File: config.mk
export PLATFORM = sky130hd
export DESIGN_NAME = imem_loader
export DESIGN_NICKNAME = d
export VERILOG_FILES = /design/src/rtl/jacaranda_pkg.sv /design/src/rtl/imem_loader.sv
export SDC_FILE = /design/constraint.sdc
export NUM_CORES = 1
export LEC_CHECK = 0
export ABC_AREA = 1
export CORE_ASPECT_RATIO = 0.7
export CORE_MARGIN = 2
export CORE_UTILIZATION = 36
export CTS_CLUSTER_SIZE = 28
export DETAILED_ROUTE_END_ITERATION = 7
export MAX_ROUTING_LAYER = met4
export PLACE_DENSITY_LB_ADDON = 0.15
export SKIP_CTS_REPAIR_TIMING = 1
export SLEW_MARGIN = 15
export SYNTH_ARGS = -nofsm -noshare
export SYNTH_HDL_FRONTEND = slang
export SYNTH_SLANG_ARGS = --single-unit
export TNS_END_PERCENT = 10
File: constraint.sdc
create_clock -name wb_clk_i -period 2 [get_ports wb_clk_i]
set_clock_uncertainty 0.05 [all_clocks]
set_input_delay 0.4 -clock wb_clk_i [delete_from_list [all_inputs] [get_ports wb_clk_i]]
set_output_delay 0.4 -clock wb_clk_i [all_outputs]
set_load 0.005 [all_outputs]
File: src/rtl/jacaranda_pkg.sv
// Register map and loader FSM encodings, shared by the instruction-memory
// loader and anything that decodes its Wishbone window.
package jacaranda_pkg;

  typedef enum logic [1:0] {
    ST_HALT = 2'd0,
    ST_WR   = 2'd1,
    ST_RD   = 2'd2,
    ST_RUN  = 2'd3
  } loader_state_e;

  // Register offsets, word index taken from wbs_adr_i[3:2]
  localparam logic [1:0] REG_CTRL   = 2'd0;
  localparam logic [1:0] REG_ADDR   = 2'd1;
  localparam logic [1:0] REG_DATA   = 2'd2;
  localparam logic [1:0] REG_STATUS = 2'd3;

endpackage

File: src/rtl/imem_loader.sv
// Wishbone-slave loader that owns instruction memory while the CPU is halted.
// Latency: register access acks next cycle; DATA write acks in WR, DATA read acks after RD.
// Backpressure: one request in flight; new requests wait until ack drops and the FSM is idle.
module imem_loader
  import jacaranda_pkg::*;
#(
  parameter logic [31:0] BASE_ADDR = 32'h3000_0000
) (
  input  logic        wb_clk_i,
  input  logic        wb_rst_n,
  input  logic        wbs_stb_i,
  input  logic        wbs_cyc_i,
  input  logic        wbs_we_i,
  input  logic [3:0]  wbs_sel_i,
  input  logic [31:0] wbs_adr_i,
  input  logic [31:0] wbs_dat_i,
  output logic        wbs_ack_o,
  output logic [31:0] wbs_dat_o,
  input  logic [7:0]  pc,
  output logic [7:0]  imem_addr,
  output logic [7:0]  imem_w_data,
  output logic        imem_w_en,
  input  logic [7:0]  imem_r_data,
  output logic        cpu_reset,
  output logic        running
);

  loader_state_e state, state_nxt;

  logic        ack_q;
  logic        err_q;
  logic [7:0]  addr_q;
  logic [7:0]  wr_data_q;
  logic [31:0] dat_q;

  logic       hit;
  logic [1:0] off;
  logic       idle;
  logic       accept;
  logic       wr_ok;

  assign hit    = (wbs_adr_i[31:4] == BASE_ADDR[31:4]);
  assign off    = wbs_adr_i[3:2];
  assign idle   = (state == ST_HALT) || (state == ST_RUN);
  assign accept = wbs_stb_i & wbs_cyc_i & hit & ~ack_q & idle;
  assign wr_ok  = wbs_we_i & wbs_sel_i[0];

  // Gating with reset kills the WR-cycle ack of an abandoned transfer
  assign wbs_ack_o   = ack_q & wb_rst_n;
  assign wbs_dat_o   = dat_q;
  assign imem_w_data = wr_data_q;

  always_ff @(posedge wb_clk_i) begin
    if (!wb_rst_n) begin
      state <= ST_HALT;
    end else begin
      state <= state_nxt;
    end
  end

  always_comb begin
    state_nxt = state;
    cpu_reset = 1'b1;
    running   = 1'b0;
    imem_addr = addr_q;
    imem_w_en = 1'b0;
    case (state)
      ST_HALT: begin
        if (accept && off == REG_DATA) begin
          if (!wbs_we_i) begin
            state_nxt = ST_RD;
          end else if (wbs_sel_i[0]) begin
            state_nxt = ST_WR;
          end
        end else if (accept && off == REG_CTRL && wr_ok && wbs_dat_i[0]) begin
          state_nxt = ST_RUN;
        end
      end
      ST_WR: begin
        imem_w_en = wb_rst_n;
        state_nxt = ST_HALT;
      end
      ST_RD: begin
        state_nxt = ST_HALT;
      end
      ST_RUN: begin
        cpu_reset = 1'b0;
        running   = 1'b1;
        imem_addr = pc;
        if (accept && off == REG_CTRL && wr_ok && !wbs_dat_i[0]) begin
          state_nxt = ST_HALT;
        end
      end
      default: state_nxt = ST_HALT;
    endcase
  end

  always_ff @(posedge wb_clk_i) begin
    if (!wb_rst_n) begin
      ack_q     <= 1'b0;
      err_q     <= 1'b0;
      addr_q    <= 8'd0;
      wr_data_q <= 8'd0;
      dat_q     <= 32'd0;
    end else begin
      ack_q <= 1'b0;
      case (state)
        ST_WR: begin
          addr_q <= addr_q + 8'd1;
        end
        ST_RD: begin
          dat_q  <= {24'd0, imem_r_data};
          addr_q <= addr_q + 8'd1;
          ack_q  <= 1'b1;
        end
        default: begin
          if (accept) begin
            // A halted DATA read acks only after the RD cycle has sampled memory
            ack_q <= !(state == ST_HALT && off == REG_DATA && !wbs_we_i);
            if (wbs_we_i) begin
              case (off)
                REG_ADDR:   if (wbs_sel_i[0]) addr_q <= wbs_dat_i[7:0];
                REG_STATUS: if (wbs_sel_i[0]) err_q <= 1'b0;
                REG_DATA: begin
                  if (state == ST_RUN) begin
                    err_q <= 1'b1;
                  end else if (wbs_sel_i[0]) begin
                    wr_data_q <= wbs_dat_i[7:0];
                  end
                end
                default: ;
              endcase
            end else begin
              case (off)
                REG_CTRL:   dat_q <= {31'd0, state == ST_RUN};
                REG_ADDR:   dat_q <= {24'd0, addr_q};
                REG_STATUS: dat_q <= {30'd0, err_q, state == ST_RUN};
                default: begin
                  if (state == ST_RUN) begin
                    dat_q <= 32'd0;
                    err_q <= 1'b1;
                  end
                end
              endcase
            end
          end
        end
      endcase
    end
  end

endmodule
==> impl_metrics.yaml <==
status:
  outcome: "finished, final reports clean"
detailed_routing:
  viasPerCell: 4.45
  wl_met1_um: 2960
  wl_met3_um: 406
  top_layer_used: "met4"
  routed-wl-met2_um: 2440
  num_vias: 2301
  drt_iter0_markers: 74
  wirelength_um: 5830
  dr.pass1.iters: 6
  wl_per_cell_um: 11.3
  drtAntennaViolNets: 0
  drcViolationCount: 0
cts:
  cts_buffers: 3
  cts.path.max_buffers: 2
  numClockSinks: 28
  worstSkewPairLatency_ns: 0.28
  root_buffer: "clkbuf_8"
  cts_tree: "built"
  cts.clk_slew.worst_paths_ns: 0.09
  htreeDepth: 1
sta:
  max_freq_mhz: 523
  rsz0062_at_grt: "true"
  setup_violations: 0
  fin_crit_ns: 1.91
  post-route-period-util: 0.956
  maxSlewViolCount: 0
  tns_ns: 0
  hold_viol_final: 0
logic_synthesis:
  synthXorXnorAreaFrac: 0.00415
  ys_seq_elements: 28
  synth_cell_type_count: 32
  syn_area_sq_um: 2110
  syn_inst: 343
  synth_compound_area_frac: 0.170
  yosys_warnings: 0
  synthMuxAreaShare: 0
  ys_seq_area_frac: 0.266
  synthAdderAreaFrac: 0.0297
  synth_top_family_by_area: "simple AND/OR/NAND/NOR gates"
  synthSimpleGateAreaFrac: 0.323
  syn_avg_cell_area_sq_um: 6.15
final_layout:
  antennaDiodeCount: 0
  seqCellArea_sq_um: 563
  fin_util: 0.569
  syn_to_final_growth_pct: 53.6
  multi_input_area_sq_um: 1240
  fillerInstances: 567
  drive_above_1_share: 0.106
  final_nets: 537
setup_path:
  cp_slowest_cell: "clkdlybuf4s50_1"
  arrival_ns: 1.46
  critical-path-max-stage-delay_ns: 0.49
  critPathMaxFanout: 4
  cp-end-kind: "output pin"
  start_kind: "flip-flop"
  worstPathRequired_ns: 1.55
  crit_top_cell: "inv_1"
  worstSetupPathType: "flip-flop to output pin"
  path_cells: "inv_1, ha_1, nand2_1, inv_1, clkdlybuf4s50_1"
floorplan:
  num_rows: 23
  fp.dieH_um: 68.0
  io_pins: 141
  core_sq_um: 5700
  dieWidth_um: 95.5
  dieArea_sq_um: 6500
  start_util: 0.370
pwr:
  swShare: 0.367
  p_clk_frac: 0.219
  pwr-share-comb: 0.458
  switching_power_w: 0.000757
  powerDensity_nw_per_um2: 636
  power_frac_seq: 0.323
  p_int_w: 0.00130
  leakage_nw: 1.53
  ir_worst_vdd_v: 0.000373
global_route:
  gr-usage-all-layers: 0.188
  grt_pass1_wl_um: 9340
  grt_overflow: 0
  antenna_found_initial: 0
  grt_max_degree: 21
  grt_pass1_vias: 2094
worst_hold_path:
  hold_class: "flip-flop to flip-flop"
placement:
  io_buffer_count: 87
  routabilityCongestion: 0.810
  hpwlAfterDp_um: 4690
job:
  cap_violations: 0
-- routing by layer --
layer,global-route usage,vias to the layer above
li1,-,1233
met1,0.265,993
met2,0.288,73
met3,0.0396,2
met4,0.0214,0
met5,-,-
-- metrics by stage --
stage / power, W / area, sq um / cells / setup WS [ns] / hold WS [ns]
CTS: 0.00204 / 3170 / 517 / -0.194 / 0.406
detailed placement: 0.00159 / 3090 / 513 / -0.403 / 0.390
global route: 0.00221 / 3240 / 517 / -0.0706 / 0.417
floorplan: 0.00123 / 2200 / 366 / 0.243 / 0.371
finish: 0.00206 / 3240 / 517 / 0.0871 / 0.405
global placement: 0.00156 / 3090 / 513 / -0.395 / 0.391
-- worst max-delay path: cells and delay by family (launching register included) --
kind	cells	cell delay, ns
DFF	1	0.35
buffers and inverters	3	0.63
and+or+nand+nor	1	0.06
adders and majority gates	1	0.16
-- worst paths after layout --
path              slack (ns)   endpoint  cells after the start     start
setup / recovery        0.09  imem_w_en                      5  state[1]
hold / removal          0.40      err_q                      2     err_q
setup reg to reg        0.14   state[0]                     10  state[0]
hold reg to reg         0.40      err_q                      2     err_q
-- kinds of logic (layout without fill, tap and decap cells) --
family          Yosys count  after routing
simple gates            157            157
xor+xnor                  1              1
flops                    28             28
buf+inv                  89            165
other cells               1             24
fa+ha+maj                 5              5
compound gates           62             62
-- area by class of cell --
class	instances	area share
Timing Repair Buffer	108	0.332
Clock inverter	1	0.00927
Tap cell	75	0.0290
Inverter	53	0.0614
Clock buffer	3	0.0127
Multi-Input combinational cell	249	0.382
Sequential cell	28	0.174
-- power groups by stage --
stage | logic [W] | registers (W) | clock network (W)
3_5_place_dp | 0.000912 | 0.000676 | 0
5_1_grt | 0.00105 | 0.000676 | 0.000481
4_1_cts | 0.000914 | 0.000663 | 0.000460
2_1_floorplan | 0.000572 | 0.000662 | 0
6_report | 0.000944 | 0.000666 | 0.000452
3_3_place_gp | 0.000887 | 0.000675 | 0
-- cells in the mapped netlist (all sizes together) --
library cell  instances  share of area
dfxtp                28           0.27
xor2                  1         0.0042
clkbuf                8          0.014
a22o                  1         0.0042
nand4                 7          0.021
nor3                  9          0.021
or2                   6          0.018
nor3b                 1         0.0059
a211oi                8          0.028
o31ai                 3          0.011
nand2                73           0.13
inv                  53          0.094
nand3b                1         0.0036
buf                  28          0.098
nor2                 50          0.096
a21oi                27          0.068
ha                    5          0.030
conb                  1         0.0018
o21ai                21          0.052
nand3                10          0.026
o211ai                2         0.0071
-- layout by cell type (no fill, tap or decap), drive strengths merged, types with 3 or more instances in the layout --
cell type / count
dlymetal6s2s: 12
o21ai: 21
clkdlybuf4s50: 75
a211oi: 8
clkbuf: 3
nand4: 7
a21oi: 27
nor3: 9
nand2: 73
nand3: 10
nor2: 50
dfxtp: 28
o31ai: 3
conb: 24
ha: 5
inv: 53
or2: 6
buf: 21
-- flip-flops by register name, indices dropped and copies added (netlist names) --
signal and flops:
addr_q 8, imem_w_data 8, wbs_dat_o 8, state 2
ack_q 1, err_q 1
No activity file was read; power rests on OpenSTA's default activity.
